## src/rtl/can_rx_frame_buffer.sv

```systemverilog
// CAN 2.0A/B receiver: destuffs sampled bits, decodes std/ext frames, checks CRC-15, drives ACK, and
// queues accepted frames in a FWFT FIFO. Define CAN_RX_ACCEPT_FILTER_EN to add acceptance filters.
module can_rx_frame_buffer #(
    parameter int FIFO_DEPTH = 8,
    parameter int NUM_FILT   = 4
) (
    input  logic                          clk_can,
    input  logic                          rst,
    input  logic                          bit_en,
    input  logic                          rx_bit,
    output logic                          ack_drive,
    output logic                          rx_valid,
    input  logic                          rx_ready,
    output logic [28:0]                   rx_id,
    output logic                          rx_ide,
    output logic                          rx_rtr,
    output logic [3:0]                    rx_dlc,
    output logic [63:0]                   rx_data,
    output logic [$clog2(FIFO_DEPTH):0]   fifo_level,
    output logic                          rx_overflow,
    input  logic                          ovf_clr,
`ifdef CAN_RX_ACCEPT_FILTER_EN
    input  logic [NUM_FILT-1:0]           filt_en,
    input  logic [NUM_FILT-1:0]           filt_ide,
    input  logic [NUM_FILT*29-1:0]        filt_id,
    input  logic [NUM_FILT*29-1:0]        filt_mask,
    output logic [$clog2(NUM_FILT)-1:0]   rx_filt_hit,
`endif
    output logic                          err_stuff,
    output logic                          err_crc,
    output logic                          err_form
);
    // state | meaning
    // INTEG/ERR | waiting for 11 recessive bits     IDLE | bus idle, waiting for SOF
    // ARB/EXT_ID | base/extended ID                 CTL1 | RTR-or-SRR, IDE      EXT_CTL | RTR, r1
    // CTL | r0 + DLC    DATA | payload    CRC | CRC sequence    CRC_DEL/ACK/ACK_DEL/EOF | frame tail
    typedef enum logic [3:0] {
        INTEG, IDLE, ARB, CTL1, EXT_ID, EXT_CTL, CTL, DATA, CRC, CRC_DEL, ACK, ACK_DEL, EOF, ERR
    } state_t;

    localparam int          AW     = $clog2(FIFO_DEPTH);
    localparam logic [5:0]  REC_M1 = 6'd10;

    typedef struct packed {
        logic [28:0] id;
        logic        ide;
        logic        rtr;
        logic [3:0]  dlc;
        logic [63:0] data;
    } frame_t;

    state_t      state, state_nxt;
    logic [5:0]  cnt, cnt_nxt;
    logic        run_val;
    logic [2:0]  run_cnt;
    logic [28:0] id;
    logic        ide, rtr;
    logic [3:0]  dlc;
    logic [63:0] data;
    logic [5:0]  data_ptr;
    logic [14:0] crc, crc_upd;
    logic        crc_bad;
    logic        stuff_zone, stuff_slot, take;
    logic        set_stuff, set_crc, set_form, ack_set, commit;
    logic [3:0]  dlc_now, nbytes;
    logic [5:0]  data_m1;

    assign stuff_zone = state inside {ARB, CTL1, EXT_ID, EXT_CTL, CTL, DATA, CRC, CRC_DEL};
    assign stuff_slot = stuff_zone && (run_cnt == 3'd5);
    assign crc_upd    = {crc[13:0], 1'b0} ^ ((crc[14] ^ rx_bit) ? 15'h4599 : 15'h0000);
    assign dlc_now    = {dlc[2:0], rx_bit};
    assign nbytes     = dlc_now[3] ? 4'd8 : {1'b0, dlc_now[2:0]};
    assign data_m1    = 6'({nbytes, 3'b000} - 7'd1);

    always_ff @(posedge clk_can) begin
        if (rst) begin
            state <= INTEG;
            cnt   <= REC_M1;
        end else begin
            state <= state_nxt;
            cnt   <= cnt_nxt;
        end
    end

    always_comb begin
        state_nxt = state;
        cnt_nxt   = cnt;
        take      = 1'b0;
        set_stuff = 1'b0;
        set_crc   = 1'b0;
        set_form  = 1'b0;
        ack_set   = 1'b0;
        commit    = 1'b0;
        if (bit_en) begin
            if (stuff_slot) begin
                if (rx_bit == run_val) begin
                    set_stuff = 1'b1;
                    state_nxt = ERR;
                    cnt_nxt   = REC_M1;
                end
            end else begin
                take = 1'b1;
                unique case (state)
                    INTEG, ERR: begin
                        if (!rx_bit)          cnt_nxt = REC_M1;
                        else if (cnt == 6'd0) state_nxt = IDLE;
                        else                  cnt_nxt = cnt - 6'd1;
                    end
                    IDLE: if (!rx_bit) begin state_nxt = ARB; cnt_nxt = 6'd10; end
                    ARB: if (cnt == 6'd0) begin state_nxt = CTL1; cnt_nxt = 6'd1; end
                         else cnt_nxt = cnt - 6'd1;
                    CTL1: if (cnt == 6'd0) begin
                              state_nxt = rx_bit ? EXT_ID : CTL;
                              cnt_nxt   = rx_bit ? 6'd17 : 6'd4;
                          end else cnt_nxt = cnt - 6'd1;
                    EXT_ID: if (cnt == 6'd0) begin state_nxt = EXT_CTL; cnt_nxt = 6'd1; end
                            else cnt_nxt = cnt - 6'd1;
                    EXT_CTL: if (cnt == 6'd0) begin state_nxt = CTL; cnt_nxt = 6'd4; end
                             else cnt_nxt = cnt - 6'd1;
                    CTL: if (cnt == 6'd0) begin
                             if (rtr || dlc_now == 4'd0) begin state_nxt = CRC; cnt_nxt = 6'd14; end
                             else begin state_nxt = DATA; cnt_nxt = data_m1; end
                         end else cnt_nxt = cnt - 6'd1;
                    DATA: if (cnt == 6'd0) begin state_nxt = CRC; cnt_nxt = 6'd14; end
                          else cnt_nxt = cnt - 6'd1;
                    CRC: if (cnt == 6'd0) state_nxt = CRC_DEL;
                         else cnt_nxt = cnt - 6'd1;
                    CRC_DEL: begin
                        if (!rx_bit)      begin set_form = 1'b1; state_nxt = ERR; cnt_nxt = REC_M1; end
                        else if (crc_bad) begin set_crc  = 1'b1; state_nxt = ERR; cnt_nxt = REC_M1; end
                        else              begin ack_set  = 1'b1; state_nxt = ACK; end
                    end
                    ACK: state_nxt = ACK_DEL;
                    ACK_DEL: if (!rx_bit) begin set_form = 1'b1; state_nxt = ERR; cnt_nxt = REC_M1; end
                             else begin state_nxt = EOF; cnt_nxt = 6'd6; end
                    EOF: begin
                        // Last EOF bit is not checked: a dominant level there is an overload start.
                        if (cnt == 6'd0) state_nxt = IDLE;
                        else if (!rx_bit) begin set_form = 1'b1; state_nxt = ERR; cnt_nxt = REC_M1; end
                        else begin
                            commit  = (cnt == 6'd1);
                            cnt_nxt = cnt - 6'd1;
                        end
                    end
                    default: begin state_nxt = INTEG; cnt_nxt = REC_M1; end
                endcase
            end
        end
    end

    always_ff @(posedge clk_can) begin
        if (rst) begin
            run_val <= 1'b0; run_cnt <= 3'd0; id <= '0; ide <= 1'b0; rtr <= 1'b0; dlc <= '0;
            data <= '0; data_ptr <= '0; crc <= '0; crc_bad <= 1'b0;
        end else if (bit_en) begin
            if (state == IDLE && !rx_bit) begin
                run_val <= 1'b0; run_cnt <= 3'd1; id <= '0; ide <= 1'b0; rtr <= 1'b0; dlc <= '0;
                data <= '0; data_ptr <= '0; crc <= '0; crc_bad <= 1'b0;
            end else if (stuff_zone) begin
                if (rx_bit == run_val) run_cnt <= run_cnt + 3'd1;
                else begin run_val <= rx_bit; run_cnt <= 3'd1; end
            end
            if (take) begin
                unique case (state)
                    ARB, EXT_ID: id <= {id[27:0], rx_bit};
                    CTL1: if (cnt == 6'd1) rtr <= rx_bit; else ide <= rx_bit;
                    EXT_CTL: if (cnt == 6'd1) rtr <= rx_bit;
                    CTL: if (cnt <= 6'd3) dlc <= dlc_now;
                    DATA: begin
                        data[6'd63 - data_ptr] <= rx_bit;
                        data_ptr <= data_ptr + 6'd1;
                    end
                    default: ;
                endcase
                if (state inside {ARB, CTL1, EXT_ID, EXT_CTL, CTL, DATA, CRC}) crc <= crc_upd;
                if (state == CRC && cnt == 6'd0) crc_bad <= |crc_upd;
            end
        end
    end

    always_ff @(posedge clk_can) begin
        if (rst) begin
            ack_drive <= 1'b0; err_stuff <= 1'b0; err_crc <= 1'b0; err_form <= 1'b0;
        end else begin
            if (bit_en) ack_drive <= ack_set;
            err_stuff <= set_stuff;
            err_crc   <= set_crc;
            err_form  <= set_form;
        end
    end

    logic          filt_pass, full, pop, push, ovf_set;
    logic [AW-1:0] wr_ptr, rd_ptr;
    logic [AW:0]   level;
    frame_t        mem [FIFO_DEPTH];
    frame_t        head;

`ifdef CAN_RX_ACCEPT_FILTER_EN
    localparam int FW = $clog2(NUM_FILT);
    logic [FW-1:0] hit_idx;
    logic [FW-1:0] hit_mem [FIFO_DEPTH];

    always_comb begin
        filt_pass = 1'b0;
        hit_idx   = '0;
        for (int n = NUM_FILT - 1; n >= 0; n--) begin
            if (filt_en[n] && filt_ide[n] == ide &&
                ((id ^ filt_id[n*29 +: 29]) & filt_mask[n*29 +: 29]) == 29'd0) begin
                filt_pass = 1'b1;
                hit_idx   = FW'(n);
            end
        end
    end

    always_ff @(posedge clk_can) if (push) hit_mem[wr_ptr] <= hit_idx;
    assign rx_filt_hit = rx_valid ? hit_mem[rd_ptr] : '0;
`else
    assign filt_pass = 1'b1;
`endif
    logic unused_cfg;
    assign unused_cfg = ^NUM_FILT;

    assign full    = (level == (AW+1)'(FIFO_DEPTH));
    assign rx_valid = (level != '0);
    assign pop     = rx_valid && rx_ready;
    assign push    = commit && filt_pass && (!full || pop);
    assign ovf_set = commit && filt_pass && full && !pop;

    always_ff @(posedge clk_can) begin
        if (rst) begin
            wr_ptr <= '0; rd_ptr <= '0; level <= '0; rx_overflow <= 1'b0;
        end else begin
            if (push) wr_ptr <= wr_ptr + 1'b1;
            if (pop)  rd_ptr <= rd_ptr + 1'b1;
            level <= level + (AW+1)'(push) - (AW+1)'(pop);
            if (ovf_set)      rx_overflow <= 1'b1;
            else if (ovf_clr) rx_overflow <= 1'b0;
        end
    end

    always_ff @(posedge clk_can) if (push) mem[wr_ptr] <= '{id: id, ide: ide, rtr: rtr, dlc: dlc, data: data};

    assign head       = rx_valid ? mem[rd_ptr] : '0;
    assign rx_id      = head.id;
    assign rx_ide     = head.ide;
    assign rx_rtr     = head.rtr;
    assign rx_dlc     = head.dlc;
    assign rx_data    = head.data;
    assign fifo_level = level;
endmodule

```

## config.mk

```make
export PLATFORM = sky130hd
export DESIGN_NAME = can_rx_frame_buffer
export DESIGN_NICKNAME = d
export VERILOG_FILES = /design/src/rtl/can_rx_frame_buffer.sv
export SDC_FILE = /design/constraint.sdc
export NUM_CORES = 1
export LEC_CHECK = 0
export CAP_MARGIN = 15
export CORE_UTILIZATION = 50
export CTS_BUF_LIST = sky130_fd_sc_hd__clkbuf_4 sky130_fd_sc_hd__clkbuf_8 sky130_fd_sc_hd__clkbuf_16
export CTS_CLUSTER_DIAMETER = 200
export DETAILED_ROUTE_END_ITERATION = 12
export DONT_BUFFER_PORTS = 1
export SYNTH_ARGS = -nofsm -noshare
export SYNTH_HDL_FRONTEND = slang
export SYNTH_SLANG_ARGS = --single-unit
```

## constraint.sdc

```tcl
create_clock -name clk_can -period 17.4 [get_ports clk_can]
set_clock_uncertainty 0.2 [all_clocks]
set_input_delay 0 -clock clk_can [delete_from_list [all_inputs] [get_ports clk_can]]
set_output_delay 0 -clock clk_can [all_outputs]
set_load 0.01 [all_outputs]
```

After elaboration in Yosys (flattened, before gate mapping)
Memories as Yosys holds them, arrays and structs flattened. A register that Yosys moved wholly into a read port is not among the register bits.
Cells that the tools add are included.
{"block": "word_totals", "in_bits": 6, "mem_count": 1, "ff_bits": 150, "wordCells": 206, "ramBits": 792, "out_inout_bits": 109}
{"memory": "mem", "words": 8, "width": 99, "read_ports": 1, "rd_clocked_by_memory_dff": 1, "write_ports": 1, "line_no": "195", "text": "frame_t mem [FIFO_DEPTH];"}
{"block": "op_classes", "addsub": 9, "bitwise": 6, "reduce_logical": 33, "n_eq_ne": 33, "n_lt_le_gt_ge": 3, "n_mux": 101}
{"cell": "two-way mux 64 bit", "n": 5}
{"cell": "two-way mux 6 bit", "n": 18}
{"cell": "two-way mux 99 bit", "n": 1}
{"cell": "two-way mux 29 bit", "n": 3}
{"cell": "two-way mux 4 bit", "n": 20}
{"cell": "one-hot mux 6 bit (12 select lines)", "n": 1}
{"cell": "bitwise mux 64 bit", "n": 1}
{"cell": "two-way mux 15 bit", "n": 4}
{"cell": "one-hot mux 4 bit (13 select lines)", "n": 1}
{"cell": "two-way mux 1 bit", "n": 35}
{"cell": "== test 4 bit, second input constant", "n": 7}
{"cell": "two-way mux 3 bit", "n": 8}
{"cell": "!= test 3 x 2 -> 1 bit, second input constant", "n": 7}
{"cell": "== test 4 x 3 -> 1 bit, second input constant", "n": 4}
{"cell": "OR reduction 15 bit", "n": 1}
{"cell": "bitwise XOR 15 bit", "n": 1}
{"cell": "AND reduction 13 bit", "n": 1}
{"cell": "!= test 3 bit, second input constant", "n": 4}
{"cell": "subtractor 6 x 1 -> 6 bit, second input constant", "n": 2}
{"cell": "adder 3 x 1 -> 3 bit, second input constant", "n": 3}
{"cell": "== test 4 x 2 -> 1 bit, second input constant", "n": 2}
{"cell": "logical AND 1 bit", "n": 8}
{"cell": "logical NOT 4 bit", "n": 2}
{"cell": "!= test 4 bit, second input constant", "n": 2}
{"cell": "other kinds (32)", "n": 44}

Depth between registers and ports, before layout
Gate-level depths: netlist (run 1).
{"block": "depth", "depth_word": 9, "depth_mapped": 14}

Least setup slack after synthesis (run 1)
OpenSTA, ideal clock, no wires.
{"block": "synth_path", "kind": "register to register", "startpoint": "register state[1]", "endpoint": "memory mem[0][0] (netlist name), enable pin", "t_required_ns": 16.522, "n_path_buf": 2, "arrival_ns": 8.438, "setup_ns": 0.678, "setup_slack_ns": 8.084, "path_stages_with_launch": 8, "cell_sequence": "dfxtp_1 -> buf_6 -> or3_1 -> buf_2 -> a31o_4 -> nor4_4 -> nand2b_1 -> nor3_1"}
{"block": "synth_via", "elab_chain_cells": 8, "elab_cells_between_ends": 17}
{"element": "start: declaration", "line_no": "52", "text": "state_t state, state_nxt;"}
{"element": "start signal: assignment", "line_no": "80", "text": "state <= state_nxt;"}
{"element": "== test 4 x 2 -> 1 bit (tied with other cells)", "line_no": "68", "text": "assign stuff_zone = state inside {ARB, CTL1, EXT_ID, EXT_CTL, CTL, DATA, CRC, CRC_DEL};"}
{"element": "nonzero test 8 bit", "line_no": "68"}
{"element": "logical AND 1 bit", "line_no": "69", "text": "assign stuff_slot = stuff_zone && (run_cnt == 3'd5);"}
{"element": "two-way mux 1 bit *", "line_no": "95", "text": "if (stuff_slot) begin"}
{"element": "two-way mux 1 bit *", "line_no": "94", "text": "if (bit_en) begin"}
{"element": "logical AND 1 bit *", "line_no": "226", "text": "assign push = commit && filt_pass && (!full || pop);"}
{"element": "two-way mux 1 bit *", "line_no": "241", "text": "always_ff @(posedge clk_can) if (push) mem[wr_ptr] <= '{id: id, ide: ide, rtr: rtr, dlc: dlc, data: data};"}
{"element": "two-way mux 1 bit (implied by the code) *", "line_no": "241"}
{"element": "end: declaration", "line_no": "195"}
Every way passes the cells marked *; elsewhere a longest branch is shown, timed or not.

Worst setup path after layout (run 1)
{"block": "layout_path", "startpoint": "register state[3]", "endpoint": "memory mem[2][96] (netlist name), enable pin"}
Same word-level chain as after synthesis.

==> results.sh, run 1 <==
export IMPL_status="finished clean"
export IMPL_drv_cap=0
export IMPL_hold_viol=0
export IMPL_rsz0062_at_grt="no"
export IMPL_startpoint="state[3]$_SDFFE_PP0P_"
export IMPL_synthTopCellsByCount="edfxtp_1, mux4_2, nor2_1, dfxtp_1, a21oi_1"
export IMPL_worstSetupStartpointType="register"
export IMPL_cp_arrival_ps=5320
export IMPL_place_congestion=0.874
export IMPL_syn_area_um2=37400
export IMPL_clock_tree_root_cell="clkbuf_16"
export IMPL_synth_top_area_cell="edfxtp_1"
export IMPL_yosys_warnings=0
export IMPL_fmax_mhz=191
export IMPL_synth_area_top_cells="edfxtp_1, mux4_2, dfxtp_1"
export IMPL_rows=99
export IMPL_place_hpwl_um=46600
export IMPL_syn_inst=2194
export IMPL_worstHoldPathType="in -> reg"
export IMPL_syn_to_final_growth_pct=11.8
export IMPL_r2r_end="mem[2][96]$_DFFE_PP_"
export IMPL_drive_gt1_share_pct=19.5
export IMPL_fillers=5536
export IMPL_antenna_cells=0
export IMPL_yosysMostFrequentCell="edfxtp_1"
export IMPL_worst_pin_slew_ps=1210
export IMPL_ys_flop_type="edfxtp_1"
export IMPL_path_max_fanout=50
export IMPL_firstDrtPassIters=6
export IMPL_ys_seq_area_share_pct=71.8
export IMPL_routed_wl_um=82600
export IMPL_yosys_area_top_type_share_pct=63.6
export IMPL_antenna_left=0
export IMPL_period_share_pct=30.1
export IMPL_critPathKind="reg -> reg"
export IMPL_die_w_um=275
export IMPL_grt_util_all_layers_pct=22.1
export IMPL_worstPathRequired_ps=17480
export IMPL_netlist_cell_type_count=77
export IMPL_async_flop_share_pct=0
export IMPL_peakVddDrop_uv=118
export IMPL_endpoint="mem[2][96]$_DFFE_PP_"
export IMPL_cts_buffer_depth=3
export IMPL_maxSlewViolCount=0
export IMPL_slew_limit_headroom_pct=19.2
export IMPL_synth_edf_count=792
export IMPL_r2r_cells=8
export IMPL_grt_pass1_vias=20000
export IMPL_layout_nets=2228
export IMPL_p_leak_nw=14.1
export IMPL_cts_max_level=3
export IMPL_post_route_min_period_ps=5240
export IMPL_ys_ff_latch=945
export IMPL_portBuffers=0
export IMPL_die_area_um2=75900
export IMPL_start_util_pct=50.9
export IMPL_core_area_um2=73500
export IMPL_grt_pass1_wl_um=124000
export IMPL_cts_sinks=945
export IMPL_reg2reg_from="state[3]$_SDFFE_PP0P_"
export IMPL_io_pins=115
export IMPL_cp_end_kind="register"
export IMPL_routed_via_density=6.11
export IMPL_clk_latency_ps=650
export IMPL_setup_violations=0
export IMPL_post_route_drc_count=0
export IMPL_antenna_found_initial=1
export IMPL_cts_tree="built"
export IMPL_path_clk_slew_ps=60
export IMPL_power_density_nw_per_um2=123
export IMPL_numCtsBuffers=97
export IMPL_avgRoutedWirePerCell_um=25.5
export IMPL_grt_overflow_total=0
export IMPL_cts_setup_buffers=0
export IMPL_drt_iter0_drc=1829
export IMPL_synth_nets=2218
export IMPL_worst_r2r_setup_slack_ps=12160
export IMPL_post_cts_resized=0
export IMPL_avgSynthCellArea_um2=17.0
export IMPL_hold_slack_ps=31.9
export IMPL_setup_tns_ps=0
export IMPL_dieHeight_um=275
export IMPL_grt_max_degree=106
export IMPL_via_count=19800
[cells by family (layout without fill, tap and decap cells)]
group                      Yosys count  after routing  share of synthesized area [%]
DFF                                945            945                           71.8
xor gates and xnor gates            18             18                          0.422
adders and majority gates           18             18                          0.622
muxes                              302            302                           14.7
AOI/OAI and AO/OA                  331            331                           5.36
buffers and inverters              156            247                           1.71
and+or+nand+nor                    424            424                           5.38
[flip-flops by register name, indices dropped and copies added (netlist names), 3 cells and up, named ones only]
| name | count |
|---|---|
| cnt | 6 |
| crc | 15 |
| data | 64 |
| data_ptr | 6 |
| dlc | 4 |
| fifo_level | 4 |
| id | 29 |
| mem | 792 |
| rd_ptr | 3 |
| run_cnt | 3 |
| state | 4 |
| wr_ptr | 3 |
[critical path: stages, from the launching register on]
cell and delay, ps:
dfxtp_1 310, buf_4 310, o21ai_0 370, a31o_4 410, nor4_4 510, nand2_1 330, nor3_2 750, buf_4 840
buf_4 720
[layout make-up]
class | count | area (um2) | share of cell area, %
timing repair buffer | 49 | 428 | 1.02
multi-input combinational | 1093 | 9990 | 23.9
clock inverter | 48 | 520 | 1.24
sequential | 945 | 26900 | 64.2
inverter | 18 | 67.6 | 0.162
tap | 959 | 1200 | 2.87
clock buffer | 132 | 2760 | 6.60
[metrics by stage]
stage | total power, mW | std cells | util (%) | cell area, um2 | setup WS [ps]
2_1_floorplan | 3.00 | 2194 | - | 37400 | 8080
3_3_place_gp | 3.14 | 3051 | 52.3 | 38400 | 12230
3_5_place_dp | 3.15 | 3051 | 52.3 | 38400 | 12080
4_1_cts | 5.23 | 3244 | 56.9 | 41800 | 12080
5_1_grt | 5.36 | 3244 | 56.9 | 41800 | 11840
6_report | 5.16 | 3244 | 56.9 | 41800 | 12160
[metal layers]
metal  wire [um]  global-route usage [%]  vias to the layer above
met3        5100                    3.83                      133
met5           0                       0                        -
met4        1930                    6.86                        0
met2       39700                    35.5                      625
li1            -                       -                     8718
met1       35900                    31.1                    10300
[placed cells by master, fill, tap and decap left out, types with 5 or more instances in the layout]
cell type      synthesis  final
a211oi_1              10     10
a21o_1                 5      5
a21oi_1              108    108
a22o_1                 6      6
a22oi_1               26     26
a31oi_1               12     12
and3_1                 6      6
buf_4                  0     36
bufinv_16              0      8
clkbuf_16              0     97
clkbuf_4               0     24
clkbuf_8               0     11
clkinv_1               0     15
clkinv_2               0     15
dfxtp_1              153    150
dlygate4sd3_1          0     11
edfxtp_1             792    792
ha_1                  17     17
inv_1                 17     17
mux2i_1              102    102
mux4_2               198    198
nand2_1               71     71
nand2b_1              15     15
nand3_1               40     40
nand4_1               15     15
nor2_1               198    191
nor2_4                 1      8
nor2b_1                8      8
nor3_1                19     16
nor4_1                 9      9
o211ai_1              10     10
o21ai_0               89     88
o21ai_1               24     24
or2_2                  7      7
or3_1                  6      6
xnor2_1                8      8
xor2_1                10     10
[worst min path at each step]
stage / to / cells after the start / from / slack [ps]
finish: register / 3 / rx_ready / 30
global route: register / 3 / rx_ready / 50
CTS: register / 3 / rx_ready / 20
detailed placement: state[2]$_SDFFE_PP0P_ / 1 / rst / -120
global placement: register / 1 / rst / -120
floorplan: register / 2 / rx_ready / -30
[power by group]
group	internal [mW]	switching [mW]
combinational	0.245	0.362
sequential	2.43	0.0497
clock	1.23	0.845
total	3.91	1.26
[what timing repair did]
item                                   in CTS  in global routing
endpoints found under the hold margin     153                  0
setup endpoints to repair                   0                  0
hold buffers                               13                  0
(Power assumes the default switching activity.)
==> inputs of run 2 (changes only) <==
--- a/config.mk
+++ b/config.mk
@@ -5,6 +5,7 @@
 export SDC_FILE = /design/constraint.sdc
 export NUM_CORES = 1
 export LEC_CHECK = 0
+export ABC_AREA = 1
 export CAP_MARGIN = 15
 export CORE_UTILIZATION = 50
 export CTS_BUF_LIST = sky130_fd_sc_hd__clkbuf_4 sky130_fd_sc_hd__clkbuf_8 sky130_fd_sc_hd__clkbuf_16
==> constraint.sdc (replaced) <==
create_clock -name clk_can -period 5.1 [get_ports clk_can]
set_clock_uncertainty 0.2 [all_clocks]
set_input_delay 0 -clock clk_can [delete_from_list [all_inputs] [get_ports clk_can]]
set_output_delay 0 -clock clk_can [all_outputs]
set_load 0.01 [all_outputs]
==> results.sh, run 2 <==
export IMPL_clk_latency_ps=660
export IMPL_cp_cell_sequence="inv_2 > nor2_2 > nand2_2 > nand3_4 > nand2_4 > nand3_1 > nand2_1 > dlygate4sd3_1 > nor2_4 > dlygate4sd3_1 > nand3_1 > dlygate4sd3_1 > a21oi_1 > dlygate4sd3_1"
export IMPL_via_count=26600
export IMPL_final_cells=4537
export IMPL_peakVddDrop_uv=521
export IMPL_r2r_end="cnt[0]$_SDFFE_PP0P_"
export IMPL_avgRoutedWirePerCell_um=22.0
export IMPL_period_share_pct=88.4
export IMPL_synth_nets=3519
export IMPL_syn_area_um2=38900
export IMPL_drv_cap=0
export IMPL_antenna_left=0
export IMPL_layout_nets=3447
export IMPL_slowest_delay_ps=710
export IMPL_routed_via_density=5.87
export IMPL_rows=101
export IMPL_yosysMostFrequentCell="edfxtp_1"
export IMPL_critPathMostFrequentCell="dlygate4sd3_1"
export IMPL_path_clk_slew_ps=60
export IMPL_firstDrtPassIters=5
export IMPL_synth_top_area_cell="edfxtp_1"
export IMPL_final_common_cell="edfxtp_1"
export IMPL_synth_area_top_cells="edfxtp_1, dfxtp_1, o21ai_0"
export IMPL_yosys_warnings=0
export IMPL_worst_r2r_setup_slack_ps=590
export IMPL_place_congestion=0.898
export IMPL_post_route_drc_count=0
export IMPL_grt_max_degree=169
export IMPL_largest_register="mem"
export IMPL_worstPathRequired_ps=5500
export IMPL_path_max_fanout=15
export IMPL_cts_max_level=3
export IMPL_yosys_area_top_type_share_pct=61.2
export IMPL_grt_pass1_vias=25700
export IMPL_start_util_pct=50.8
export IMPL_place_hpwl_um=53400
export IMPL_cts_sinks=945
export IMPL_status="finished clean"
export IMPL_grt_util_all_layers_pct=25.3
export IMPL_core_area_um2=76500
export IMPL_io_pins=115
export IMPL_p_leak_nw=15.0
export IMPL_largest_reg_flops=792
export IMPL_avgSynthCellArea_um2=11.1
export IMPL_grt_overflow_total=0
export IMPL_post_cts_resized=0
export IMPL_final_cell_mix="edfxtp_1, nor2_1, o21ai_0"
export IMPL_hold_start="rx_ready"
export IMPL_async_flop_share_pct=0
export IMPL_grt_pass1_wl_um=153000
export IMPL_cts_tree="built"
export IMPL_cp_arrival_ps=4910
export IMPL_syn_inst=3495
export IMPL_netlist_cell_type_count=49
export IMPL_r2r_cells=14
export IMPL_ys_flop_type="edfxtp_1"
export IMPL_antenna_found_initial=1
export IMPL_portBuffers=0
export IMPL_holdPathStages=4
export IMPL_worst_pin_slew_ps=1100
export IMPL_setup_violations=0
export IMPL_drt_iter0_drc=2448
export IMPL_slew_limit_headroom_pct=26.4
export IMPL_routed_wl_um=99700
export IMPL_reg2reg_from="state[0]$_SDFFE_PP0P_"
export IMPL_dp_cells=4337
export IMPL_hold_viol=0
export IMPL_die_area_um2=78900
export IMPL_ys_seq_area_share_pct=69.1
export IMPL_worst_path_max_delay_cell="dlygate4sd3_1"
export IMPL_die_w_um=281
export IMPL_fillers=6310
export IMPL_worstHoldPathType="in -> reg"
export IMPL_post_route_min_period_ps=4510
export IMPL_drive_gt1_share_pct=7.16
export IMPL_numCtsBuffers=97
export IMPL_cp_end_kind="register"
export IMPL_rsz0062_at_grt="no"
export IMPL_maxSlewViolCount=0
export IMPL_dieHeight_um=281
export IMPL_hold_slack_ps=82.8
export IMPL_reg_top3="mem x792, data x64, id x29"
export IMPL_clock_tree_root_cell="clkbuf_16"
export IMPL_power_density_nw_per_um2=489
export IMPL_fmax_mhz=222
export IMPL_ys_ff_latch=945
export IMPL_synth_edf_count=792
export IMPL_critPathKind="reg -> reg"
export IMPL_synthTopCellsByCount="edfxtp_1, nor2_1, o21ai_0, nand2_1, clkbuf_1"
export IMPL_syn_to_final_growth_pct=11.1
export IMPL_min_to="rd_ptr[0]$_SDFFE_PP0N_"
export IMPL_worstSetupStartpointType="register"
export IMPL_p_total_mw=21.1
export IMPL_startpoint="state[0]$_SDFFE_PP0P_"
export IMPL_cts_buffer_depth=3
==> run 2: cell types whose count changed in the layout (fill, tap and decap cells not counted), moves of 54 or more <==
cell | before | now
nand2_1 | 71 | 258
mux4_2 | 198 | 0
nor2_1 | 191 | 700
o22ai_1 | 3 | 139
inv_1 | 17 | 161
o21ai_0 | 88 | 608
nand3_1 | 40 | 94
a31oi_1 | 12 | 104
mux2i_1 | 102 | 0
==> run 2: cell type report <==
| cell class | instances | area (um2) | area share, % |
|---|---|---|---|
| Sequential cell | 945 | 26900 | 62.2 |
| Multi-Input combinational cell | 2148 | 10500 | 24.3 |
| Clock buffer | 127 | 2710 | 6.28 |
| Tap cell | 1030 | 1290 | 2.98 |
| Timing Repair Buffer | 58 | 681 | 1.58 |
| Inverter | 173 | 669 | 1.55 |
| Clock inverter | 54 | 507 | 1.17 |
| Antenna cell | 2 | 5.00 | 0.0116 |
==> run 2: repair_timing <==
action / in CTS / in global routing
endpoints found under the hold margin: 153 / 0
buffers inserted: 0 / 0
hold buffers: 17 / 0
==> run 2: worst max path at each step <==
stage / to / cells past startpoint
3_5_place_dp: mem[4][39]$_DFFE_PP_ / 11
5_1_grt: cnt[0]$_SDFFE_PP0P_ / 14
6_report: cnt[0]$_SDFFE_PP0P_ / 14
4_1_cts: cnt[0]$_SDFFE_PP0P_ / 14
2_1_floorplan: mem[1][0]$_DFFE_PP_ / 10
3_3_place_gp: mem[2][39]$_DFFE_PP_ / 11
==> run 2: logic make-up (layout without fill, tap and decap cells) <==
family	Yosys count	in the layout	share of synthesized area (%)
AO/OA/AOI/OAI	1011	1011	14.6
buffers and inverters	402	412	4.13
adder cells (fa/ha/maj)	18	18	0.599
flip-flops	945	945	69.1
XOR/XNOR	8	8	0.180
AND/OR/NAND/NOR	1111	1111	11.5
other	0	2	0
==> run 2: routing by layer <==
metal  track usage, %  part of all wire [%]  vias to the layer above
li1                 -                     -                    12400
met5                0                     0                        -
met3             3.23                   5.8                      119
met2             42.2                    49                      779
met4             6.64                   1.7                        0
met1             35.0                    44                    13300
==> run 2: worst max-delay path: cells and delay by family, from the launching register on <==
| family | cells | cell delay (ps) |
|---|---|---|
| simple gates | 8 | 1090 |
| compound gates | 1 | 120 |
| buf+inv | 5 | 2550 |
| flops | 1 | 510 |
==> run 2: stage by stage <==
stage | utilization [%] | cell area (um2) | TNS, ps | setup slack, ps
detailed placement | 52.0 | 39800 | 0 | 1220
finish | 56.5 | 43200 | 0 | 591
floorplan | - | 38900 | -1036840 | -1310
global placement | 52.0 | 39800 | 0 | 1400
CTS | 56.5 | 43200 | 0 | 673
global route | 56.5 | 43200 | 0 | 406
==> run 2: power breakdown <==
part / switching, mW / total (mW) / internal [mW] / leakage (nW)
registers: 0.285 / 8.71 / 8.43 / 8.95
logic: 3.83 / 5.32 / 1.50 / 4.43
clock network: 2.91 / 7.07 / 4.16 / 1.61
total: 7.02 / 21.1 / 14.1 / 15.0
